<file path="src/rtl/cpu_program_feeder.sv">
// Host-side instruction feeder for the 8-bit CPU: presents opcode then immediate
// bytes from a host-loaded 64x16 program memory and follows the CPU's pc.
module cpu_program_feeder #(
    parameter int OPC_CYCLES = 2
) (
    input  logic        clk,
    input  logic        rst_n,
    input  logic        run,
    input  logic [5:0]  halt_addr,
    input  logic        prog_we,
    input  logic [5:0]  prog_addr,
    input  logic [15:0] prog_data,
    input  logic [7:0]  cpu_status,
    output logic [7:0]  cpu_ui,
    output logic        busy,
    output logic        halted,
    output logic        proto_err,
    output logic [7:0]  fetch_count,
    output logic [7:0]  invalid_count,
    output logic [5:0]  cur_addr
);

    typedef enum logic [2:0] {
        S_IDLE,
        S_OPC,
        S_IMM,
        S_SETTLE,
        S_HALT
    } state_e;

    localparam logic [3:0] OPC_LAST = 4'(OPC_CYCLES - 1);

    state_e      state_q, state_d;
    logic [7:0]  cpu_ui_q, cpu_ui_d;
    logic [5:0]  cur_addr_q, cur_addr_d;
    logic [3:0]  opc_cnt_q, opc_cnt_d;
    logic        send_ins_q;
    logic        proto_err_q, proto_err_d;
    logic [7:0]  fetch_count_q, fetch_count_d;
    logic [7:0]  invalid_count_q, invalid_count_d;
    logic [15:0] mem_q [64];

    logic       send_ins;
    logic       invalid_ins;
    logic [5:0] pc;
    logic       req;

    assign send_ins    = cpu_status[7];
    assign invalid_ins = cpu_status[6];
    assign pc          = cpu_status[5:0];
    assign req         = send_ins & ~send_ins_q;

    assign busy = (state_q == S_OPC) || (state_q == S_IMM) || (state_q == S_SETTLE);

    // NOTE: program storage carries no reset; the host is responsible for loading
    // every address it intends to run before raising run.
    always_ff @(posedge clk) begin
        if (prog_we && !busy) begin
            mem_q[prog_addr] <= prog_data;
        end
    end

    always_comb begin
        // NOTE: every next-state signal takes its hold value first so that no
        // branch below can leave one unassigned and infer a latch.
        state_d         = state_q;
        cpu_ui_d        = cpu_ui_q;
        cur_addr_d      = cur_addr_q;
        opc_cnt_d       = opc_cnt_q;
        proto_err_d     = proto_err_q;
        fetch_count_d   = fetch_count_q;
        invalid_count_d = invalid_count_q;

        unique case (state_q)
            S_IDLE: begin
                cpu_ui_d = 8'h00;
                if (run) begin
                    state_d         = S_OPC;
                    cur_addr_d      = 6'd0;
                    cpu_ui_d        = mem_q[0][7:0];
                    opc_cnt_d       = 4'd0;
                    proto_err_d     = 1'b0;
                    fetch_count_d   = 8'h00;
                    invalid_count_d = 8'h00;
                end
            end
            S_OPC: begin
                if (req) begin
                    proto_err_d = 1'b1;
                end
                if (opc_cnt_q == OPC_LAST) begin
                    state_d  = S_IMM;
                    cpu_ui_d = mem_q[cur_addr_q][15:8];
                end else begin
                    opc_cnt_d = opc_cnt_q + 4'd1;
                end
            end
            S_IMM: begin
                // A request is counted even when run drops in the same cycle.
                if (req) begin
                    state_d = S_SETTLE;
                    if (fetch_count_q != 8'hFF) begin
                        fetch_count_d = fetch_count_q + 8'd1;
                    end
                    if (invalid_ins && (invalid_count_q != 8'hFF)) begin
                        invalid_count_d = invalid_count_q + 8'd1;
                    end
                end
            end
            S_SETTLE: begin
                cur_addr_d = pc;
                if (pc == halt_addr) begin
                    state_d  = S_HALT;
                    cpu_ui_d = 8'h00;
                end else begin
                    state_d   = S_OPC;
                    cpu_ui_d  = mem_q[pc][7:0];
                    opc_cnt_d = 4'd0;
                end
            end
            S_HALT: begin
                cpu_ui_d = 8'h00;
            end
            default: begin
                state_d  = S_IDLE;
                cpu_ui_d = 8'h00;
            end
        endcase

        if (!run) begin
            state_d    = S_IDLE;
            cpu_ui_d   = 8'h00;
            cur_addr_d = cur_addr_q;
        end
    end

    // NOTE: state is updated with non-blocking assignments so every register
    // samples the pre-edge values computed above.
    always_ff @(posedge clk or negedge rst_n) begin
        if (!rst_n) begin
            state_q         <= S_IDLE;
            cpu_ui_q        <= 8'h00;
            cur_addr_q      <= 6'd0;
            opc_cnt_q       <= 4'd0;
            send_ins_q      <= 1'b0;
            proto_err_q     <= 1'b0;
            fetch_count_q   <= 8'h00;
            invalid_count_q <= 8'h00;
        end else begin
            state_q         <= state_d;
            cpu_ui_q        <= cpu_ui_d;
            cur_addr_q      <= cur_addr_d;
            opc_cnt_q       <= opc_cnt_d;
            send_ins_q      <= send_ins;
            proto_err_q     <= proto_err_d;
            fetch_count_q   <= fetch_count_d;
            invalid_count_q <= invalid_count_d;
        end
    end

    assign cpu_ui        = cpu_ui_q;
    assign halted        = (state_q == S_HALT);
    assign proto_err     = proto_err_q;
    assign fetch_count   = fetch_count_q;
    assign invalid_count = invalid_count_q;
    assign cur_addr      = cur_addr_q;

endmodule

</file>
<file path="config.mk">
export PLATFORM = sky130hd
export DESIGN_NAME = cpu_program_feeder
export DESIGN_NICKNAME = d
export VERILOG_FILES = /design/src/rtl/cpu_program_feeder.sv
export SDC_FILE = /design/constraint.sdc
export NUM_CORES = 1
export LEC_CHECK = 0
export ABC_AREA = 1
export CORE_MARGIN = 4
export CORE_UTILIZATION = 35
export CTS_BUF_LIST = sky130_fd_sc_hd__clkbuf_8
export DETAILED_ROUTE_END_ITERATION = 8
export HOLD_SLACK_MARGIN = 0.08
export SETUP_SLACK_MARGIN = 0.4
export SLEW_MARGIN = 20
export SYNTH_ARGS = -nofsm -noshare
export SYNTH_HDL_FRONTEND = slang
export SYNTH_SLANG_ARGS = --single-unit
</file>
<file path="constraint.sdc">
create_clock -name clk -period 4.5 [get_ports clk]
set_input_delay 1.35 -clock clk [delete_from_list [all_inputs] [get_ports clk]]
set_output_delay 1.35 -clock clk [all_outputs]
set_load 0.01 [all_outputs]
</file>
# ---- After elaboration in Yosys (flattened, before gate mapping)
# Memories as Yosys holds them, arrays and structs flattened.
# Cells that the tools add are included.
dict set report totals {
  mem_count 1
  in_bits 40
  output_inout_bits 33
  register_bits 39
  word_cells 76
  ramBits 1024
}
dict set report op_classes {
  n_eq_ne 19
  add_sub_neg 3
  reduce_logical 17
  mux 26
  bitwise_logic 2
}
# memory depth word_bits read_ports rd_ports_with_merged_regs wr line
set mem_list {}
lappend mem_list {mem_q 64 16 3 0 1 41} ;# logic [15:0] mem_q [64];
# operator n
set op_table {}
lappend op_table {{two-way mux 8 bit} 8}
lappend op_table {{one-hot mux 8 bit (2 select lines)} 2}
lappend op_table {{one-hot mux 8 bit (4 select lines)} 1}
lappend op_table {{adder 8 x 1 -> 8 bit, second input constant} 2}
lappend op_table {{!= test 8 bit, second input constant} 2}
lappend op_table {{one-hot mux 3 bit (5 select lines)} 1}
lappend op_table {{!= test 2 bit, second input constant} 7}
lappend op_table {{two-way mux 3 bit} 4}
lappend op_table {{two-way mux 4 bit} 3}
lappend op_table {{one-hot mux 4 bit (3 select lines)} 1}
lappend op_table {{one-hot mux 6 bit (2 select lines)} 1}
lappend op_table {{AND reduction 4 bit} 3}
lappend op_table {{equality test 3 x 2 -> 1 bit, second input constant} 2}
lappend op_table {{equality test 6 bit} 1}
lappend op_table {{AND reduction 3 bit} 2}
lappend op_table {{nonzero test 2 bit} 3}
lappend op_table {{adder 4 x 1 -> 4 bit, second input constant} 1}
lappend op_table {{equality test 4 x 1 -> 1 bit, second input constant} 1}
lappend op_table {{two-way mux 1 bit} 4}
lappend op_table {{!= test 2 x 1 -> 1 bit, second input constant} 2}
lappend op_table {{AND reduction 2 bit} 2}
lappend op_table {{equality test 3 x 1 -> 1 bit, second input constant} 1}
lappend op_table {{equality test 3 bit, second input constant} 1}
lappend op_table {{logical NOT 3 bit} 1}
lappend op_table {{9 further kinds} 11}

# ---- Logic depth before layout (Yosys ltp)
# Gate-level depths: netlist of the first run.
dict set report depth {
  ltp_word 7
  ltp_mapped 16
  mapped_depth_nobuf 13
}

# ---- Least setup slack after synthesis of the first run
# Ideal clock, no wire load.
dict set report synth_path {
  path_type {in2reg}
  from {input port prog_we}
  to {memory mem_q[0][0], enable pin}
  slack_ps 1381
  arrival_ps 2730
  required_time_ps 4111
  setup_ps 389
  cell_stages 4
  n_path_buf 0
  path_cell_list {inv_1 -> nor2_1 -> nand4_1 -> nor2_1}
}
dict set report synth_via {
  elab_chain_cells 3
}
# item line
set synth_lines {}
lappend synth_lines {{start: declaration} 10} ;# input logic prog_we,
lappend synth_lines {{logical AND 1 bit} 58} ;# if (prog_we && !busy) begin
lappend synth_lines {{two-way mux 1 bit} 58}
lappend synth_lines {{two-way mux 1 bit (not written as such)} 59} ;# mem_q[prog_addr] <= prog_data;
lappend synth_lines {{end: declaration} 41}
# No other way between the ends.

# ---- Worst setup path in the final report of the first run
dict set report layout_path {
  from {register state_q[1]}
  to {output port busy}
}
dict set report layout_via {
  elab_chain_cells 3
  word_cells_on_any_way 5
  classes_between {3 x eq/ne; 2 x reduce/logical}
}
# item line
set layout_lines {}
lappend layout_lines {{start: declaration} 33} ;# state_e state_q, state_d;
lappend layout_lines {{start signal: assignment} 150} ;# state_q <= state_d;
lappend layout_lines {{equality test 3 x 1 -> 1 bit / equality test 3 x 2 -> 1 bit (equally long branches)} 53} ;# assign busy = (state_q == S_OPC) || (state_q == S_IMM) || (state_q == S_SETTLE);
lappend layout_lines {{logical OR 1 bit} 53}
lappend layout_lines {{logical OR 1 bit (*)} 53}
lappend layout_lines {{end: declaration} 15} ;# output logic busy,
# Mark *: on every way between the ends. The rest lies on a longest branch, timed or not.

==> impl_metrics.py, run 1 <==
metrics = {
    "logic_synthesis": {
        "ys_seq_elements": 1063,
        "synth-edff-count": 1024,
        "syn_nets": 3832,
        "async_flop_share": 0.03669,
        "syn_inst": 3788,
        "syn_area_sq_um": 43640,
        "ys_types": 38,
        "avgSynthCellArea_sq_um": 11.52,
        "ys.flop_type": "edfxtp_1",
        "yosysWarnings": 0,
        "ys_seq_area_frac": 0.7269,
    },
    "sta": {
        "finalCriticalPeriod_ns": 3.934,
        "fmax_mhz": 254.2,
        "finalCritPeriodShare": 0.8743,
        "setup_slack_ns": 0.5656,
        "finalSetupTns_ns": 0,
        "drv_slew": 0,
        "rsz0062_at_grt": "no",
        "hold_viol_final": 0,
        "whs_ns": 0.4845,
        "setup_viol": 0,
        "max_slew.worst_pin.slew_ns": 1.050,
        "slew_headroom": 0.3002,
        "skew_ns": 0.03423,
    },
    "cts": {
        "cts_sinks": 1063,
        "root_buffer": "clkbuf_8",
        "cts_max_level": 4,
        "cts_tree": "yes",
        "cts.clk_slew.worst_paths_ns": 0.06,
        "numCtsBuffers": 170,
        "cts_max_path_buffers": 3,
        "clock_latency_ns": 0.85,
        "post_cts_buffers": 0,
        "hold_buffers": 0,
    },
    "routing": {
        "wirelength_mm": 120.8,
        "first_pass_iters": 7,
        "wl_per_cell_um": 21.08,
        "via_per_inst": 5.112,
        "detail_route.iter0.violations": 3237,
        "vias": 29291,
        "drtAntennaViolNets": 0,
        "post-route-drc-count": 0,
    },
    "floorplan": {
        "die_area_sq_um": 130400,
        "initial_core_util": 0.3525,
        "fp.coreArea_sq_um": 123800,
        "die_w_um": 361.1,
        "num_rows": 129,
        "io_pins": 73,
        "die_h_um": 361.1,
    },
    "worst_setup_path": {
        "rr_endpoint": "cpu_ui[6]$_DFFE_PN0P_",
        "crit_path_start_kind": "register",
        "cp-end-kind": "primary output",
        "reg2reg_slack_ns": 1.42,
        "critical_path_arrival_ns": 2.58,
        "startpoint": "state_q[1]$_DFFE_PN0P_",
        "crit_type": "register to primary output",
        "endpoint": "busy",
        "rr_worst_depth": 13,
        "reg2reg_from": "cur_addr[1]$_DFFE_PN0P_",
        "critPathRequiredTime_ns": 3.15,
        "worstPathMaxFanout": 5,
    },
    "grt": {
        "grt_pass1_vias": 28107,
        "grt_antenna_before_repair": 6,
        "grt.overflow.total": 0,
        "grt_start_max_net_pins": 147,
        "grt_usage": 0.1810,
        "grt_first_pass_wirelength_mm": 179.0,
    },
    "power": {
        "peakVddDrop_uv": 228.1,
        "power_density_nw_per_um2": 456.6,
        "p_leak_uw": 0.01819,
    },
    "placed_design": {
        "hpwl_mm": 69.96,
        "portBuffers": 72,
        "routabilityCongestion": 0.9266,
        "placedInstanceArea_sq_um": 46450,
        "post-place-ws_ns": 0.4915,
    },
    "final_layout": {
        "final_common_cell": "nand2_1",
        "drive_gt1_frac": 0.09567,
        "synthToLayoutAreaGrowth_pct": 13.47,
        "mostFrequentLayoutCells": "nand2_1, edfxtp_1, nand3_1",
        "postLayoutCellArea_sq_um": 49520,
        "fin_util": 0.4000,
        "num-fill-cells": 11686,
        "nNetsFinal": 3993,
    },
    "worst_hold_path": {
        "hold_class": "register to register",
    },
    "outcome": {
        "status": "finished clean",
    },
    "flow_run": {
        "cap_violations": 0,
    },
}
-- registers in the layout (all words and copies together) (netlist names) --
register and cells:
cpu_ui 8, invalid_count 8, cur_addr 6, send_ins_q 1, mem_q 1024, fetch_count 8, proto_err 1, opc_cnt_q 4
state_q 3
-- what timing repair did --
action	4_1_cts	5_1_grt
hold endpoints to repair	0	0
gates resized for setup	1	0
setup endpoints to repair	1	0
-- where the power goes --
part	internal, uW	switching (uW)
combinational	1100	2950
sequential	11000	114
clock	3660	3820
-- critical path, stage by stage, from the launching register on --
cell and delay [ns]:
dfrtp_1 0.39, inv_1 0.14, a21oi_2 0.57, clkdlybuf4s50_1 0.67
-- synth_stat cells (10+ instances only) --
cell / n / area, sq um
buf_2: 111 / 555.5
buf_1: 27 / 101.4
nand3_1: 859 / 4299
nand2_1: 1426 / 5353
dfrtp_1: 39 / 975.9
buf_4: 11 / 82.58
inv_1: 42 / 157.7
o21ai_0: 13 / 65.06
clkbuf_1: 53 / 198.9
edfxtp_1: 1024 / 30750
a21oi_1: 10 / 50.05
nor2_1: 80 / 300.3
buf_6: 20 / 225.2
nand4_1: 10 / 62.56
-- stage by stage --
step                      total power, uW  std cells
final                               22610       5730
after global placement              15280       5414
after detailed placement            15310       5414
after floorplan                     13750       3788
after global routing                23600       5726
after CTS                           22760       5724
-- cell families (layout without fill, tap and decap cells) --
group / count (synthesis) / after routing / share of synthesized area
simple gates: 2392 / 2392 / 0.2326
flops: 1063 / 1063 / 0.7269
buf+inv: 275 / 574 / 0.03128
compound gates: 46 / 46 / 0.006479
xor+xnor: 8 / 8 / 0.001606
fa+ha+maj: 4 / 4 / 0.001147
other cells: 0 / 6 / 0
-- routing by layer --
layer,wire length [um],track usage
met1,51160,0.2469
met2,56720,0.2929
met3,9463,0.03401
met4,3426,0.06039
met5,0,0
-- final cells by class --
type	instances	area, sq um	area share
tap	1637	2048	0.04136
clock inverter	137	665.6	0.01344
multi-input combinational	2450	10560	0.2132
inverter	53	219.0	0.004422
clock buffer	173	2381	0.04808
antenna	6	15.01	0.0003032
timing repair buffer	211	1901	0.03838
sequential	1063	31730	0.6408
-- worst min-delay path by stage --
stage,to,slack (ns),depth (start not counted),startpoint
floorplan,proto_err$_DFFE_PN0P_,0.49,3,send_ins_q$_DFF_PN0_
global placement,proto_err$_DFFE_PN0P_,0.47,2,proto_err$_DFFE_PN0P_
detailed placement,proto_err$_DFFE_PN0P_,0.47,2,proto_err$_DFFE_PN0P_
CTS,proto_err$_DFFE_PN0P_,0.49,2,proto_err$_DFFE_PN0P_
global route,cpu_ui[6]$_DFFE_PN0P_,0.52,2,cpu_ui[6]$_DFFE_PN0P_
finish,proto_err$_DFFE_PN0P_,0.48,2,proto_err$_DFFE_PN0P_
Note: power is estimated with default switching activity, not from simulation.
==> run 2: changes to the inputs <==
CORE_MARGIN = 3   (was 4)
==> run 2 against run 1 <==
Net effect: clock skew fell by 0.0012 ns; sequential share of layout area fell by 0.057 points; critical path type unchanged; count of clock-buffer cells in the layout rose by 6; via count rose by 0.22%; maximum frequency fell by 0.45%.
==> impl_metrics.py, run 2 (synthesis results as in run 1) <==
metrics = {
    "final_layout": {
        "nNetsFinal": 3997,
        "largest_register_ffs": 1024,
        "synthToLayoutAreaGrowth_pct": 13.57,
        "largest_register": "mem_q",
        "mostFrequentLayoutCells": "nand2_1, edfxtp_1, nand3_1",
        "final_common_cell": "nand2_1",
        "drive_gt1_frac": 0.09873,
        "postLayoutCellArea_sq_um": 49560,
    },
    "sta": {
        "rsz0062_at_grt": "no",
        "skew_ns": 0.03306,
        "finalCritPeriodShare": 0.8783,
        "whs_ns": 0.4804,
        "drv_slew": 0,
        "slew_headroom": 0.2929,
        "finalSetupTns_ns": 0,
        "max_slew.worst_pin.slew_ns": 1.061,
        "fmax_mhz": 253.0,
        "finalCriticalPeriod_ns": 3.952,
        "setup_viol": 0,
        "hold_viol_final": 0,
    },
    "power": {
        "p_comb_frac": 0.180,
        "pwr-share-clk": 0.331,
        "p_sw_frac": 0.3040,
        "switchingPower_uw": 6900,
        "pwr-share-seq": 0.490,
        "peakVddDrop_uv": 228.0,
        "p_int_uw": 15790,
        "power_density_nw_per_um2": 457.9,
        "p_leak_uw": 0.01816,
    },
    "worst_hold_path": {
        "hold_class": "register to register",
        "whs_path_depth": 2,
        "whs_endpoint": "cpu_ui[5]$_DFFE_PN0P_",
        "min_from": "cpu_ui[5]$_DFFE_PN0P_",
    },
    "floorplan": {
        "num_rows": 128,
        "die_area_sq_um": 129000,
        "die_h_um": 359.1,
        "io_pins": 73,
        "initial_core_util": 0.3553,
        "fp.coreArea_sq_um": 122800,
        "die_w_um": 359.1,
    },
    "worst_setup_path": {
        "rr_worst_depth": 14,
        "rr_endpoint": "cpu_ui[5]$_DFFE_PN0P_",
        "reg2reg_from": "cur_addr[0]$_DFFE_PN0P_",
        "cp-end-kind": "primary output",
        "crit_path_start_kind": "register",
        "crit_type": "register to primary output",
        "critical_path_arrival_ns": 2.60,
        "reg2reg_slack_ns": 1.25,
        "critPathRequiredTime_ns": 3.15,
        "worstPathMaxFanout": 5,
    },
    "cts": {
        "post_cts_buffers": 0,
        "cts_max_level": 4,
        "cts_tree": "yes",
        "root_buffer": "clkbuf_8",
        "numCtsBuffers": 171,
        "cts_max_path_buffers": 3,
        "cts.clk_slew.worst_paths_ns": 0.06,
        "cts_sinks": 1063,
        "hold_buffers": 0,
        "cts.repair.resized": 1,
        "clock_latency_ns": 0.83,
    },
    "grt": {
        "grt_pass1_vias": 28240,
        "grt.overflow.total": 0,
        "grt_antenna_before_repair": 8,
        "grt_first_pass_wirelength_mm": 182.6,
        "grt_start_max_net_pins": 152,
        "grt_usage": 0.1875,
    },
    "routing": {
        "vias": 29354,
        "via_per_inst": 5.135,
        "first_pass_iters": 5,
        "wl_per_cell_um": 21.56,
        "detail_route.iter0.violations": 3101,
        "post-route-drc-count": 0,
        "wirelength_mm": 123.3,
        "drtAntennaViolNets": 0,
    },
    "placed_design": {
        "placedInstanceArea_sq_um": 46480,
        "portBuffers": 72,
        "routabilityCongestion": 0.9191,
        "hpwl_mm": 71.45,
    },
    "flow_run": {
        "cap_violations": 0,
    },
    "outcome": {
        "status": "finished clean",
    },
}
==> run 2: cell count changes in the layout (fill, tap and decap cells not counted) <==
| cell | previous run | this run |
|---|---|---|
| buf_4 | 122 | 123 |
| clkbuf_8 | 174 | 180 |
| bufinv_16 | 1 | 0 |
| inv_12 | 2 | 3 |
| inv_6 | 3 | 4 |
| clkinv_1 | 39 | 40 |
| diode_2 | 6 | 10 |
| clkdlybuf4s50_1 | 52 | 51 |
| inv_1 | 113 | 96 |
| clkinv_8 | 5 | 3 |
| buf_12 | 18 | 20 |
| clkinv_2 | 12 | 14 |
| buf_2 | 18 | 19 |
| inv_8 | 2 | 3 |
==> run 2: critical path, cell delays in order (launching register included) <==
cell	delay [ns]
dfrtp_1	0.43
inv_2	0.10
a21oi_2	0.57
clkdlybuf4s50_1	0.67
==> run 2: power groups by stage <==
stage                     Combinational, uW  Sequential [uW]  Clock [uW]
after global placement                 4010            11300           0
after CTS                              4070            11100        7670
final                                  4070            11100        7500
after global routing                   4460            11100        8130
after floorplan                        2500            11200           0
after detailed placement               4050            11300           0
==> run 2: routing by layer <==
metal,wire [um],up-vias,GRT usage
met5,0,-,0
met1,51610,14330,0.2558
met2,57590,1227,0.2978
met3,10680,215,0.04024
met4,3369,0,0.06335
li1,-,13582,-
==> run 2: how the worst max path moves through the flow <==
| stage | start | endpoint | slack [ns] | cells past startpoint |
|---|---|---|---|---|
| 4_1_cts | state_q[0]$_DFFE_PN0P_ | busy | 0.60 | 3 |
| 3_3_place_gp | cpu_status[5] | cpu_ui[0]$_DFFE_PN0P_ | 0.46 | 12 |
| 2_1_floorplan | prog_we | mem_q[0][0]$_DFFE_PP_ | 1.38 | 4 |
| 6_report | state_q[0]$_DFFE_PN0P_ | busy | 0.55 | 3 |
| 3_5_place_dp | cpu_status[5] | cpu_ui[5]$_DFFE_PN0P_ | 0.47 | 12 |
| 5_1_grt | state_q[0]$_DFFE_PN0P_ | busy | 0.44 | 3 |
==> run 2: final cells by class <==
class                      count  area [sq um]
fill                       11480         73270
sequential                  1063         31730
multi-input combinational   2450         10560
clock buffer                 179          2464
tap                         1625          2033
timing repair buffer         214          1943
clock inverter               123         589.3
inverter                      53         219.0
antenna                       10         25.02
==> run 2: stage by stage <==
stage                 util  total power [uW]  setup slack [ns]  instances
floorplan                -             13750             1.381       3788
global placement    0.3784             15330            0.4627       5405
detailed placement  0.3784             15370            0.4677       5405
CTS                 0.4033             22850            0.6043       5707
global route        0.4033             23710            0.4358       5709
finish              0.4035             22690            0.5476       5717
